--- src/rtl/fb_sched_pkg.sv ---
`default_nettype none
// ============================================================================
//  Module      : fb_sched_pkg
//  Description : Shared types and constants for the framebuffer update
//                scheduler: sequencer state encoding, zoom codes, screen
//                geometry and the default clear colour.
//  Revision    : 1.0 - initial release
// ============================================================================
package fb_sched_pkg;

  typedef enum logic [2:0] {
    S_LATCH = 3'd0,
    S_CLEAR = 3'd1,
    S_START = 3'd2,
    S_COPY  = 3'd3,
    S_DONE  = 3'd4,
    S_IDLE  = 3'd5
  } state_e;

  localparam logic [2:0] ZOOM_1X      = 3'b000;
  localparam logic [2:0] ZOOM_2X      = 3'b001;
  localparam logic [2:0] ZOOM_4X      = 3'b010;
  localparam logic [2:0] ZOOM_HALF    = 3'b011;
  localparam logic [2:0] ZOOM_QUARTER = 3'b100;

  localparam int FB_W = 640;
  localparam int FB_H = 480;
  localparam int FB_PIXELS_DEFAULT = FB_W * FB_H;

  localparam logic [7:0] CLEAR_COLOR_DEFAULT = 8'h00;

  // True when the requested configuration differs from the one the ALU
  // is currently running with; used level-sensitively, not edge-detected.
  function automatic logic cfg_differs(input logic [2:0] zoom_req,
                                       input logic [3:0] alg_req,
                                       input logic [2:0] zoom_cur,
                                       input logic [3:0] alg_cur);
    return {zoom_req, alg_req} != {zoom_cur, alg_cur};
  endfunction

endpackage
`default_nettype wire

--- src/rtl/fb_update_scheduler_if.sv ---
`default_nettype none
// ============================================================================
//  Module      : fb_update_scheduler_if
//  Description : Bundles the selector requests, the ALU control/write side
//                and the framebuffer write port of the update scheduler.
//                slave  : scheduler side (requests/ALU in, RAM/ALU ctrl out)
//                master : environment side (drives requests and ALU writes)
//  Revision    : 1.0 - initial release
// ============================================================================
interface fb_update_scheduler_if #(
  parameter int ADDR_W = 19,
  parameter int DATA_W = 8
);
  // selector requests
  logic [2:0]        zoom_req;
  logic [3:0]        alg_req;
  logic              refresh;
  // ALU status and write stream
  logic              alu_done;
  logic [ADDR_W-1:0] alu_wraddr;
  logic [DATA_W-1:0] alu_wrdata;
  logic              alu_wren;
  // ALU control
  logic              alu_reset;
  logic [2:0]        alu_zoom;
  logic [3:0]        alu_alg;
  // framebuffer write port
  logic [ADDR_W-1:0] ram_wraddr;
  logic [DATA_W-1:0] ram_data;
  logic              ram_wren;
  // status
  logic              busy;
  logic              timeout_err;
  logic [7:0]        update_count;

  modport slave (
    input  zoom_req, alg_req, refresh,
    input  alu_done, alu_wraddr, alu_wrdata, alu_wren,
    output alu_reset, alu_zoom, alu_alg,
    output ram_wraddr, ram_data, ram_wren,
    output busy, timeout_err, update_count
  );

  modport master (
    output zoom_req, alg_req, refresh,
    output alu_done, alu_wraddr, alu_wrdata, alu_wren,
    input  alu_reset, alu_zoom, alu_alg,
    input  ram_wraddr, ram_data, ram_wren,
    input  busy, timeout_err, update_count
  );

endinterface
`default_nettype wire

--- src/rtl/fb_clear_engine.sv ---
`default_nettype none
// ============================================================================
//  Module      : fb_clear_engine
//  Description : Address generator for the framebuffer clear sweep.
//                Ports: clock/reset; start_i reloads address 0; en_i steps
//                the address; addr_o is the current clear address; last_o
//                flags the final pixel (FB_PIXELS-1).
//  Revision    : 1.0 - initial release
// ============================================================================
module fb_clear_engine #(
  parameter int ADDR_W    = 19,
  parameter int FB_PIXELS = 307200
) (
  input  wire              clock,
  input  wire              reset,
  input  wire              start_i,
  input  wire              en_i,
  output logic [ADDR_W-1:0] addr_o,
  output logic             last_o
);

  localparam logic [ADDR_W-1:0] c_LAST_ADDR = ADDR_W'(FB_PIXELS - 1);

  logic [ADDR_W-1:0] addr_q;
  logic [ADDR_W-1:0] addr_d;

  always_comb begin
    addr_d = addr_q;
    if (start_i) begin
      addr_d = '0;
    end else if (en_i) begin
      addr_d = addr_q + 1'b1;
    end
  end

  always_ff @(posedge clock or posedge reset) begin
    if (reset) begin
      addr_q <= '0;
    end else begin
      addr_q <= addr_d;
    end
  end

  assign addr_o = addr_q;
  assign last_o = (addr_q == c_LAST_ADDR);

endmodule
`default_nettype wire

--- src/rtl/fb_update_scheduler.sv ---
`default_nettype none
// ============================================================================
//  Module      : fb_update_scheduler
//  Description : Sequences each framebuffer rebuild: latch the requested
//                zoom/algorithm, clear the framebuffer, pulse the ALU reset,
//                then pass ALU writes through to the RAM until the ALU
//                reports done (or a timeout expires).
//                Ports: clock, reset (async, active-high) and the
//                fb_update_scheduler_if slave modport carrying requests,
//                ALU control/writes, the RAM write port and status.
//  Revision    : 1.0 - initial release
// ============================================================================
module fb_update_scheduler
  import fb_sched_pkg::*;
#(
  parameter int          ADDR_W         = 19,
  parameter int          DATA_W         = 8,
  parameter int          FB_PIXELS      = 307200,
  parameter logic [DATA_W-1:0] CLEAR_COLOR = DATA_W'(CLEAR_COLOR_DEFAULT),
  parameter int          START_CYCLES   = 2,
  parameter int          TIMEOUT_CYCLES = 1048576
) (
  input wire                    clock,
  input wire                    reset,
  fb_update_scheduler_if.slave  bus
);

  localparam int TW = $clog2(TIMEOUT_CYCLES + 1);
  localparam logic [TW-1:0] c_START_LAST = TW'(START_CYCLES - 1);
  localparam logic [TW-1:0] c_TO_LAST    = TW'(TIMEOUT_CYCLES - 1);

  state_e          state_q, state_d;
  logic [2:0]      zoom_q, zoom_d;
  logic [3:0]      alg_q, alg_d;
  logic [TW-1:0]   tcnt_q, tcnt_d;    // START pulse length, then COPY cycles
  logic            terr_q, terr_d;
  logic            run_to_q, run_to_d; // this run ended by timeout
  logic            pend_q, pend_d;     // refresh seen while not IDLE
  logic [7:0]      ucnt_q, ucnt_d;

  logic              clr_start;
  logic              clr_en;
  logic [ADDR_W-1:0] clr_addr;
  logic              clr_last;

  logic              alu_reset;
  logic [ADDR_W-1:0] ram_wraddr;
  logic [DATA_W-1:0] ram_data;
  logic              ram_wren;
  logic              cfg_change;

  fb_clear_engine #(
    .ADDR_W    (ADDR_W),
    .FB_PIXELS (FB_PIXELS)
  ) u_clear (
    .clock   (clock),
    .reset   (reset),
    .start_i (clr_start),
    .en_i    (clr_en),
    .addr_o  (clr_addr),
    .last_o  (clr_last)
  );

  assign cfg_change = cfg_differs(bus.zoom_req, bus.alg_req, zoom_q, alg_q);

  always_ff @(posedge clock or posedge reset) begin
    if (reset) begin
      state_q  <= S_LATCH;
      zoom_q   <= '0;
      alg_q    <= '0;
      tcnt_q   <= '0;
      terr_q   <= 1'b0;
      run_to_q <= 1'b0;
      pend_q   <= 1'b0;
      ucnt_q   <= '0;
    end else begin
      state_q  <= state_d;
      zoom_q   <= zoom_d;
      alg_q    <= alg_d;
      tcnt_q   <= tcnt_d;
      terr_q   <= terr_d;
      run_to_q <= run_to_d;
      pend_q   <= pend_d;
      ucnt_q   <= ucnt_d;
    end
  end

  always_comb begin
    state_d    = state_q;
    zoom_d     = zoom_q;
    alg_d      = alg_q;
    tcnt_d     = tcnt_q;
    terr_d     = terr_q;
    run_to_d   = run_to_q;
    pend_d     = pend_q;
    ucnt_d     = ucnt_q;
    clr_start  = 1'b0;
    clr_en     = 1'b0;
    alu_reset  = 1'b0;
    ram_wraddr = '0;
    ram_data   = '0;
    ram_wren   = 1'b0;

    // IDLE acts on refresh directly; LATCH is already starting a fresh
    // rebuild, so a pulse there is absorbed.
    if (bus.refresh && state_q != S_IDLE && state_q != S_LATCH) begin
      pend_d = 1'b1;
    end

    case (state_q)
      S_LATCH: begin
        alu_reset = 1'b1;
        zoom_d    = bus.zoom_req;
        alg_d     = bus.alg_req;
        clr_start = 1'b1;
        pend_d    = 1'b0;
        run_to_d  = 1'b0;
        state_d   = S_CLEAR;
      end
      S_CLEAR: begin
        alu_reset  = 1'b1;
        ram_wren   = 1'b1;
        ram_wraddr = clr_addr;
        ram_data   = CLEAR_COLOR;
        clr_en     = 1'b1;
        if (clr_last) begin
          tcnt_d  = '0;
          state_d = S_START;
        end
      end
      S_START: begin
        alu_reset = 1'b1;
        if (tcnt_q == c_START_LAST) begin
          tcnt_d  = '0;
          state_d = S_COPY;
        end else begin
          tcnt_d = tcnt_q + 1'b1;
        end
      end
      S_COPY: begin
        ram_wren   = bus.alu_wren;
        ram_wraddr = bus.alu_wraddr;
        ram_data   = bus.alu_wrdata;
        tcnt_d     = tcnt_q + 1'b1;
        // tcnt_q==0 marks the first COPY cycle, where alu_done may still
        // be a stale level from the previous run.
        if (bus.alu_done && tcnt_q != '0) begin
          state_d = S_DONE;
        end else if (tcnt_q == c_TO_LAST) begin
          terr_d   = 1'b1;
          run_to_d = 1'b1;
          state_d  = S_DONE;
        end
      end
      S_DONE: begin
        if (!run_to_q) begin
          ucnt_d = ucnt_q + 1'b1;
        end
        if (cfg_change || pend_q || bus.refresh) begin
          state_d = S_LATCH;
        end else begin
          state_d = S_IDLE;
        end
      end
      S_IDLE: begin
        if (cfg_change || bus.refresh) begin
          state_d = S_LATCH;
        end
      end
      default: begin
        state_d = S_LATCH;
      end
    endcase
  end

  assign bus.alu_reset    = alu_reset;
  assign bus.alu_zoom     = zoom_q;
  assign bus.alu_alg      = alg_q;
  assign bus.ram_wraddr   = ram_wraddr;
  assign bus.ram_data     = ram_data;
  assign bus.ram_wren     = ram_wren;
  assign bus.busy         = (state_q != S_IDLE);
  assign bus.timeout_err  = terr_q;
  assign bus.update_count = ucnt_q;

endmodule
`default_nettype wire

--- src/flat_wrapper.sv ---
// flat-port wrapper written by rule: the top's interface ports become plain ports
module fb_update_scheduler_flat import fb_sched_pkg::*;
#(
  parameter int          ADDR_W         = 19,
  parameter int          DATA_W         = 8,
  parameter int          FB_PIXELS      = 307200,
  parameter logic [DATA_W-1:0] CLEAR_COLOR = DATA_W'(CLEAR_COLOR_DEFAULT),
  parameter int          START_CYCLES   = 2,
  parameter int          TIMEOUT_CYCLES = 1048576
)
  (clock, reset, bus_zoom_req, bus_alg_req, bus_refresh, bus_alu_done, bus_alu_wraddr, bus_alu_wrdata, bus_alu_wren, bus_alu_reset, bus_alu_zoom, bus_alu_alg, bus_ram_wraddr, bus_ram_data, bus_ram_wren, bus_busy, bus_timeout_err, bus_update_count);
  fb_update_scheduler_if #(.ADDR_W(ADDR_W), .DATA_W(DATA_W)) bus_i ();
  input wire clock;
  input wire reset;
  input wire logic [$bits(bus_i.zoom_req)-1:0] bus_zoom_req;
  input wire logic [$bits(bus_i.alg_req)-1:0] bus_alg_req;
  input wire logic [$bits(bus_i.refresh)-1:0] bus_refresh;
  input wire logic [$bits(bus_i.alu_done)-1:0] bus_alu_done;
  input wire logic [$bits(bus_i.alu_wraddr)-1:0] bus_alu_wraddr;
  input wire logic [$bits(bus_i.alu_wrdata)-1:0] bus_alu_wrdata;
  input wire logic [$bits(bus_i.alu_wren)-1:0] bus_alu_wren;
  output wire logic [$bits(bus_i.alu_reset)-1:0] bus_alu_reset;
  output wire logic [$bits(bus_i.alu_zoom)-1:0] bus_alu_zoom;
  output wire logic [$bits(bus_i.alu_alg)-1:0] bus_alu_alg;
  output wire logic [$bits(bus_i.ram_wraddr)-1:0] bus_ram_wraddr;
  output wire logic [$bits(bus_i.ram_data)-1:0] bus_ram_data;
  output wire logic [$bits(bus_i.ram_wren)-1:0] bus_ram_wren;
  output wire logic [$bits(bus_i.busy)-1:0] bus_busy;
  output wire logic [$bits(bus_i.timeout_err)-1:0] bus_timeout_err;
  output wire logic [$bits(bus_i.update_count)-1:0] bus_update_count;
  assign bus_i.zoom_req = bus_zoom_req;
  assign bus_i.alg_req = bus_alg_req;
  assign bus_i.refresh = bus_refresh;
  assign bus_i.alu_done = bus_alu_done;
  assign bus_i.alu_wraddr = bus_alu_wraddr;
  assign bus_i.alu_wrdata = bus_alu_wrdata;
  assign bus_i.alu_wren = bus_alu_wren;
  assign bus_alu_reset = bus_i.alu_reset;
  assign bus_alu_zoom = bus_i.alu_zoom;
  assign bus_alu_alg = bus_i.alu_alg;
  assign bus_ram_wraddr = bus_i.ram_wraddr;
  assign bus_ram_data = bus_i.ram_data;
  assign bus_ram_wren = bus_i.ram_wren;
  assign bus_busy = bus_i.busy;
  assign bus_timeout_err = bus_i.timeout_err;
  assign bus_update_count = bus_i.update_count;
  fb_update_scheduler #(.ADDR_W(ADDR_W), .DATA_W(DATA_W), .FB_PIXELS(FB_PIXELS), .CLEAR_COLOR(CLEAR_COLOR), .START_CYCLES(START_CYCLES), .TIMEOUT_CYCLES(TIMEOUT_CYCLES)) u_core (.clock(clock), .reset(reset), .bus(bus_i));
endmodule
--- config.mk ---
export PLATFORM = sky130hd
export DESIGN_NAME = fb_update_scheduler_flat
export DESIGN_NICKNAME = d
export VERILOG_FILES = /design/src/rtl/fb_sched_pkg.sv /design/src/rtl/fb_update_scheduler_if.sv /design/src/rtl/fb_clear_engine.sv /design/src/rtl/fb_update_scheduler.sv /design/src/flat_wrapper.sv
export SDC_FILE = /design/constraint.sdc
export NUM_CORES = 1
export LEC_CHECK = 0
export ABC_AREA = 0
export BUFFER_PORTS_ARGS = -buffer_cell sky130_fd_sc_hd__buf_4
export CAP_MARGIN = 20
export CORE_MARGIN = 2
export CORE_UTILIZATION = 40
export CTS_CLUSTER_DIAMETER = 120
export CTS_CLUSTER_SIZE = 20
export DETAILED_ROUTE_END_ITERATION = 10
export PLACE_DENSITY = 0.68
export SLEW_MARGIN = 20
export SYNTH_ARGS = -nofsm -noshare
export SYNTH_HDL_FRONTEND = slang
export SYNTH_SLANG_ARGS = --single-unit
--- constraint.sdc ---
create_clock -name clock -period 2.7 [get_ports clock]
set_input_delay 0.405 -clock clock [delete_from_list [all_inputs] [get_ports clock]]
set_output_delay 0.405 -clock clock [all_outputs]
set_load 0.05 [all_outputs]
==> tab_implementation.tex <==
\begin{tabular}{lr}
\hline
Metric & Value \\
\hline
\multicolumn{2}{l}{\textbf{Setup path}} \\
Reg2reg end & u\_core.tcnt\_q[17]\$\_DFFE\_PP0P\_ \\
Series of cell instances along the critical path & ha\_2 -> or4b\_4 -> nor3\_4 -> buf\_4 -> a21oi\_2 -> or4\_1 -> a21oi\_1 \\
Crit path arrival time & 2800 ps \\
Type of destination of the critical path & register \\
Worst-case reg-to-reg path depth & 7 \\
Worst stage delay on the critical path & 550 ps \\
Worst Path Max Fanout & 18 \\
Worst setup path category & reg -> reg \\
Internal reg-to-reg setup slack & 160 ps \\
RR Startpoint & u\_core.u\_clear.addr\_o[0]\$\_DFFE\_PP0P\_ \\
Required time reported for the critical path endpoint & 2960 ps \\
Max stage delay cell, worst path & sky130\_fd\_sc\_hd\_\_or4\_1 \\
Category of the worst setup path launch point & register \\
\multicolumn{2}{l}{\textbf{Power}} \\
Power Density & 388.8 mW/mm\^{}2 \\
Static leakage & 2.095 nW \\
Worst-case vdd ir drop & 0.0003578 V \\
\multicolumn{2}{l}{\textbf{Detailed routing}} \\
Vias after detailed routing & 3,265 \\
Total wire length after detailed routing & 8.782 mm \\
DRT iter0 DRCs & 142 \\
Uppermost signal routing layer after detailed routing & met4 \\
Remaining design rule violation count & 0 \\
Post-detailed-route via-to-cell ratio & 5.553 \\
Number of routed nets with antenna violations & 0 \\
Met3 routed wirelength & 365 um \\
First drt pass iteration count & 5 \\
Sum of routed wire segments on met1 & 3.935 mm \\
Met2 wire len & 4.325 mm \\
DR WL/cell & 14.94 um \\
\multicolumn{2}{l}{\textbf{Layout}} \\
Area delta synth->final & 27.51\% \\
Number of filler instances in the final layout & 769 \\
Combined area of the multi-input logic cells & 0.001944 mm\^{}2 \\
Nets@finish & 519 \\
Area of all sequential standard cells & 0.001526 mm\^{}2 \\
Share of the core filled with cells & 52.60\% \\
Antenna diode count & 0 \\
Fraction of layout cells with a size suffix above 1 & 27.92\% \\
\multicolumn{2}{l}{\textbf{Die}} \\
Effective utilization at floorplan & 41.25\% \\
Total core area & 0.008721 mm\^{}2 \\
Die height & 98.83 um \\
X dimension of the die & 98.83 um \\
Floorplan row count & 34 \\
Area of the die & 0.009767 mm\^{}2 \\
Top Ports & 85 \\
\multicolumn{2}{l}{\textbf{Clocking}} \\
Sinks on the clock net & 61 \\
Number of H-tree branching levels & 3 \\
Root buffer cell & sky130\_fd\_sc\_hd\_\_clkbuf\_8 \\
CTS tree & done \\
Source-to-sink clock delay at the later pin of the worst-skew pair & 340 ps \\
Hold-fix buffer count after cts & 0 \\
Number of buffers created by CTS & 9 \\
Clock transition at path regs & 70 ps \\
Clock tree buffer depth & 2 \\
\multicolumn{2}{l}{\textbf{STA}} \\
Final min period & 2538 ps \\
Worst Tran Pin Value & 669.9 ps \\
Final worst hold slack & 32.58 ps \\
Highest achievable clock rate & 0.3939 GHz \\
RSZ-0062 raised after global routing & false \\
Final critical-path share of the clock period & 94.02\% \\
Final setup TNS & 0 ps \\
Relative slew slack & 55.34\% \\
Hold Violations, Final & 0 \\
Max-slew violation count & 0 \\
Final worst clock skew & 10.60 ps \\
Setup-violating endpoint count in the final report & 0 \\
\multicolumn{2}{l}{\textbf{Synth}} \\
Post-Synthesis Mean Instance Area & 9.271 um\^{}2 \\
Number of enable flip-flop cells after synthesis & 0 \\
Synth Instances & 388 \\
Share of async-settable or async-resettable flops after synthesis & 100.0\% \\
Most used standard cell by instance count after synthesis & sky130\_fd\_sc\_hd\_\_dfrtp\_1 \\
FF+latch count, synth & 61 \\
Commonest cells post-synth & 61 x sky130\_fd\_sc\_hd\_\_dfrtp\_1, 41 x sky130\_fd\_sc\_hd\_\_nor2\_1, 24 x sky130\_fd\_sc\_hd\_\_nand2\_1 \\
Number of nets produced by synthesis & 432 \\
Netlist cell types & 48 \\
Post-synth top area share & 42.43\% \\
Ys flop type & sky130\_fd\_sc\_hd\_\_dfrtp\_1 \\
Fraction of the yosys area taken by sequential cells & 42.43\% \\
Yosys warns & 0 \\
Most area-hungry cell type in the Yosys netlist & sky130\_fd\_sc\_hd\_\_dfrtp\_1 \\
Post-synthesis instance area & 0.003597 mm\^{}2 \\
Leading cell types by total area after synthesis & sky130\_fd\_sc\_hd\_\_dfrtp\_1 42\%, sky130\_fd\_sc\_hd\_\_mux2i\_1 5.6\%, sky130\_fd\_sc\_hd\_\_nor2\_1 4.3\%, sky130\_fd\_sc\_hd\_\_xnor2\_1 3.9\%, sky130\_fd\_sc\_hd\_\_a21oi\_1 3.2\% \\
\multicolumn{2}{l}{\textbf{Global routing}} \\
GR Util All Layers & 19.23\% \\
Wire length of the first global-routing pass & 15.26 mm \\
Via count of the first global-routing pass & 3,167 \\
Antenna violations before repair & 0 \\
Pin count of the biggest net entering global routing & 28 \\
Remaining global-route overflow & 0 \\
\multicolumn{2}{l}{\textbf{Min path}} \\
Worst min path class & in -> async \\
\multicolumn{2}{l}{\textbf{Placed design}} \\
Final Wtd Congestion & 0.8370 \\
HPWL Detailed & 6.519 mm \\
Count of input and output buffers & 84 \\
\multicolumn{2}{l}{\textbf{Run}} \\
Max-capacitance violation count & 0 \\
\multicolumn{2}{l}{\textbf{Status}} \\
Result of the run & finished, final reports clean \\
\hline
\end{tabular}
-- stage by stage --
| step | instance area, um^2 | std cells | setup WS [ps] | total power, mW |
|---|---|---|---|---|
| 3_5_place_dp | 4383 | 572 | 218.6 | 1.003 |
| 2_1_floorplan | 3597 | 388 | 251.2 | 0.9503 |
| 6_report | 4587 | 588 | 161.5 | 1.783 |
| 3_3_place_gp | 4383 | 572 | 334.8 | 1.002 |
| 5_1_grt | 4587 | 588 | 37.16 | 1.856 |
| 4_1_cts | 4576 | 588 | 192.0 | 1.808 |
-- area by class of cell --
cell class | instances | share of cell area (%)
tap | 108 | 2.946
clock buffer | 12 | 3.164
inverter | 14 | 1.146
timing repair buffer | 98 | 16.04
multi-input combinational | 291 | 42.39
clock inverter | 4 | 1.037
sequential | 61 | 33.28
-- worst max path at each step --
stage / startpoint / to / cells past startpoint
2_1_floorplan: u_core.state_q[1]$_DFFE_PP0P_ / bus_ram_wraddr[10] / 5
3_5_place_dp: u_core.u_clear.addr_o[0]$_DFFE_PP0P_ / u_core.tcnt_q[20]$_DFFE_PP0P_ / 6
6_report: u_core.u_clear.addr_o[0]$_DFFE_PP0P_ / u_core.tcnt_q[17]$_DFFE_PP0P_ / 7
4_1_cts: u_core.u_clear.addr_o[0]$_DFFE_PP0P_ / u_core.tcnt_q[20]$_DFFE_PP0P_ / 6
3_3_place_gp: u_core.u_clear.addr_o[0]$_DFFE_PP0P_ / u_core.tcnt_q[20]$_DFFE_PP0P_ / 6
5_1_grt: u_core.u_clear.addr_o[0]$_DFFE_PP0P_ / u_core.tcnt_q[17]$_DFFE_PP0P_ / 7
-- kinds of logic (layout without fill, tap and decap cells) --
group	count (synthesis)	after routing	share of synthesized area [%]
compound gates	62	62	10.57
buf+inv	36	128	3.965
xor+xnor	27	27	6.574
mux	28	28	8.070
flops	61	61	42.43
fa+ha+maj	5	5	1.739
simple gates	169	169	26.64
-- critical path, delay by kind of cell, from the launching register on --
| family | cells | cell delay, ps |
|---|---|---|
| compound gates | 2 | 330 |
| fa+ha+maj | 1 | 260 |
| buf+inv | 1 | 180 |
| flops | 1 | 440 |
| simple gates | 3 | 1240 |
-- sequential cells by signal, summed over array words and instances (netlist names) --
name / flops
u_core.run_to_q: 1
u_core.bus.alu_alg: 4
u_core.pend_q: 1
u_core.bus.timeout_err: 1
u_core.tcnt_q: 21
u_core.bus.alu_zoom: 3
u_core.u_clear.addr_o: 19
u_core.state_q: 3
u_core.bus.update_count: 8
-- repair_timing --
| item | 4_1_cts | 5_1_grt |
|---|---|---|
| setup endpoints to repair | 0 | 2 |
| resized for setup | 0 | 2 |
| buffers inserted | 0 | 0 |
-- layer usage --
metal	up-vias	track usage [%]
met5	-	0
met3	11	4.539
li1	1582	-
met1	1599	25.48
met2	73	30.67
met4	0	7.271
-- cells in the final DEF, fill, tap and decap left out, types with 2 or more instances in the layout --
cell type | netlist | final
sky130_fd_sc_hd__inv_1 | 14 | 13
sky130_fd_sc_hd__or3_1 | 11 | 11
sky130_fd_sc_hd__xor2_1 | 11 | 11
sky130_fd_sc_hd__nor4_1 | 7 | 7
sky130_fd_sc_hd__and3_1 | 11 | 11
sky130_fd_sc_hd__clkbuf_1 | 15 | 2
sky130_fd_sc_hd__clkbuf_8 | 0 | 10
sky130_fd_sc_hd__nor3_1 | 9 | 8
sky130_fd_sc_hd__ha_1 | 5 | 4
sky130_fd_sc_hd__nand4b_1 | 3 | 3
sky130_fd_sc_hd__or4b_1 | 3 | 3
sky130_fd_sc_hd__xnor2_1 | 16 | 16
sky130_fd_sc_hd__nand4_1 | 10 | 10
sky130_fd_sc_hd__mux2i_1 | 20 | 20
sky130_fd_sc_hd__nand2_1 | 24 | 24
sky130_fd_sc_hd__o21ai_0 | 16 | 16
sky130_fd_sc_hd__or4_1 | 10 | 10
sky130_fd_sc_hd__a21oi_1 | 23 | 23
sky130_fd_sc_hd__a31oi_1 | 2 | 2
sky130_fd_sc_hd__clkinv_2 | 0 | 2
sky130_fd_sc_hd__nand2b_1 | 3 | 3
sky130_fd_sc_hd__a21oi_2 | 2 | 2
sky130_fd_sc_hd__nor4b_1 | 2 | 2
sky130_fd_sc_hd__and4_1 | 5 | 5
sky130_fd_sc_hd__dfrtp_1 | 61 | 61
sky130_fd_sc_hd__nand3b_1 | 4 | 4
sky130_fd_sc_hd__buf_4 | 0 | 98
sky130_fd_sc_hd__nor2_1 | 41 | 41
sky130_fd_sc_hd__nand3_1 | 14 | 14
sky130_fd_sc_hd__mux2_2 | 8 | 8
sky130_fd_sc_hd__o211ai_1 | 2 | 2
sky130_fd_sc_hd__o41ai_1 | 2 | 2
sky130_fd_sc_hd__or2_2 | 3 | 3
sky130_fd_sc_hd__o31ai_1 | 10 | 10
-- power breakdown --
group / internal, mW / total, mW / switching (mW)
clock network: 0.449 / 0.799 / 0.351
registers: 0.914 / 0.914 / 0.0000000000000000359
logic: 0.0404 / 0.0704 / 0.0300
total: 1.40 / 1.78 / 0.381
No activity file was read; power rests on OpenSTA's default activity.
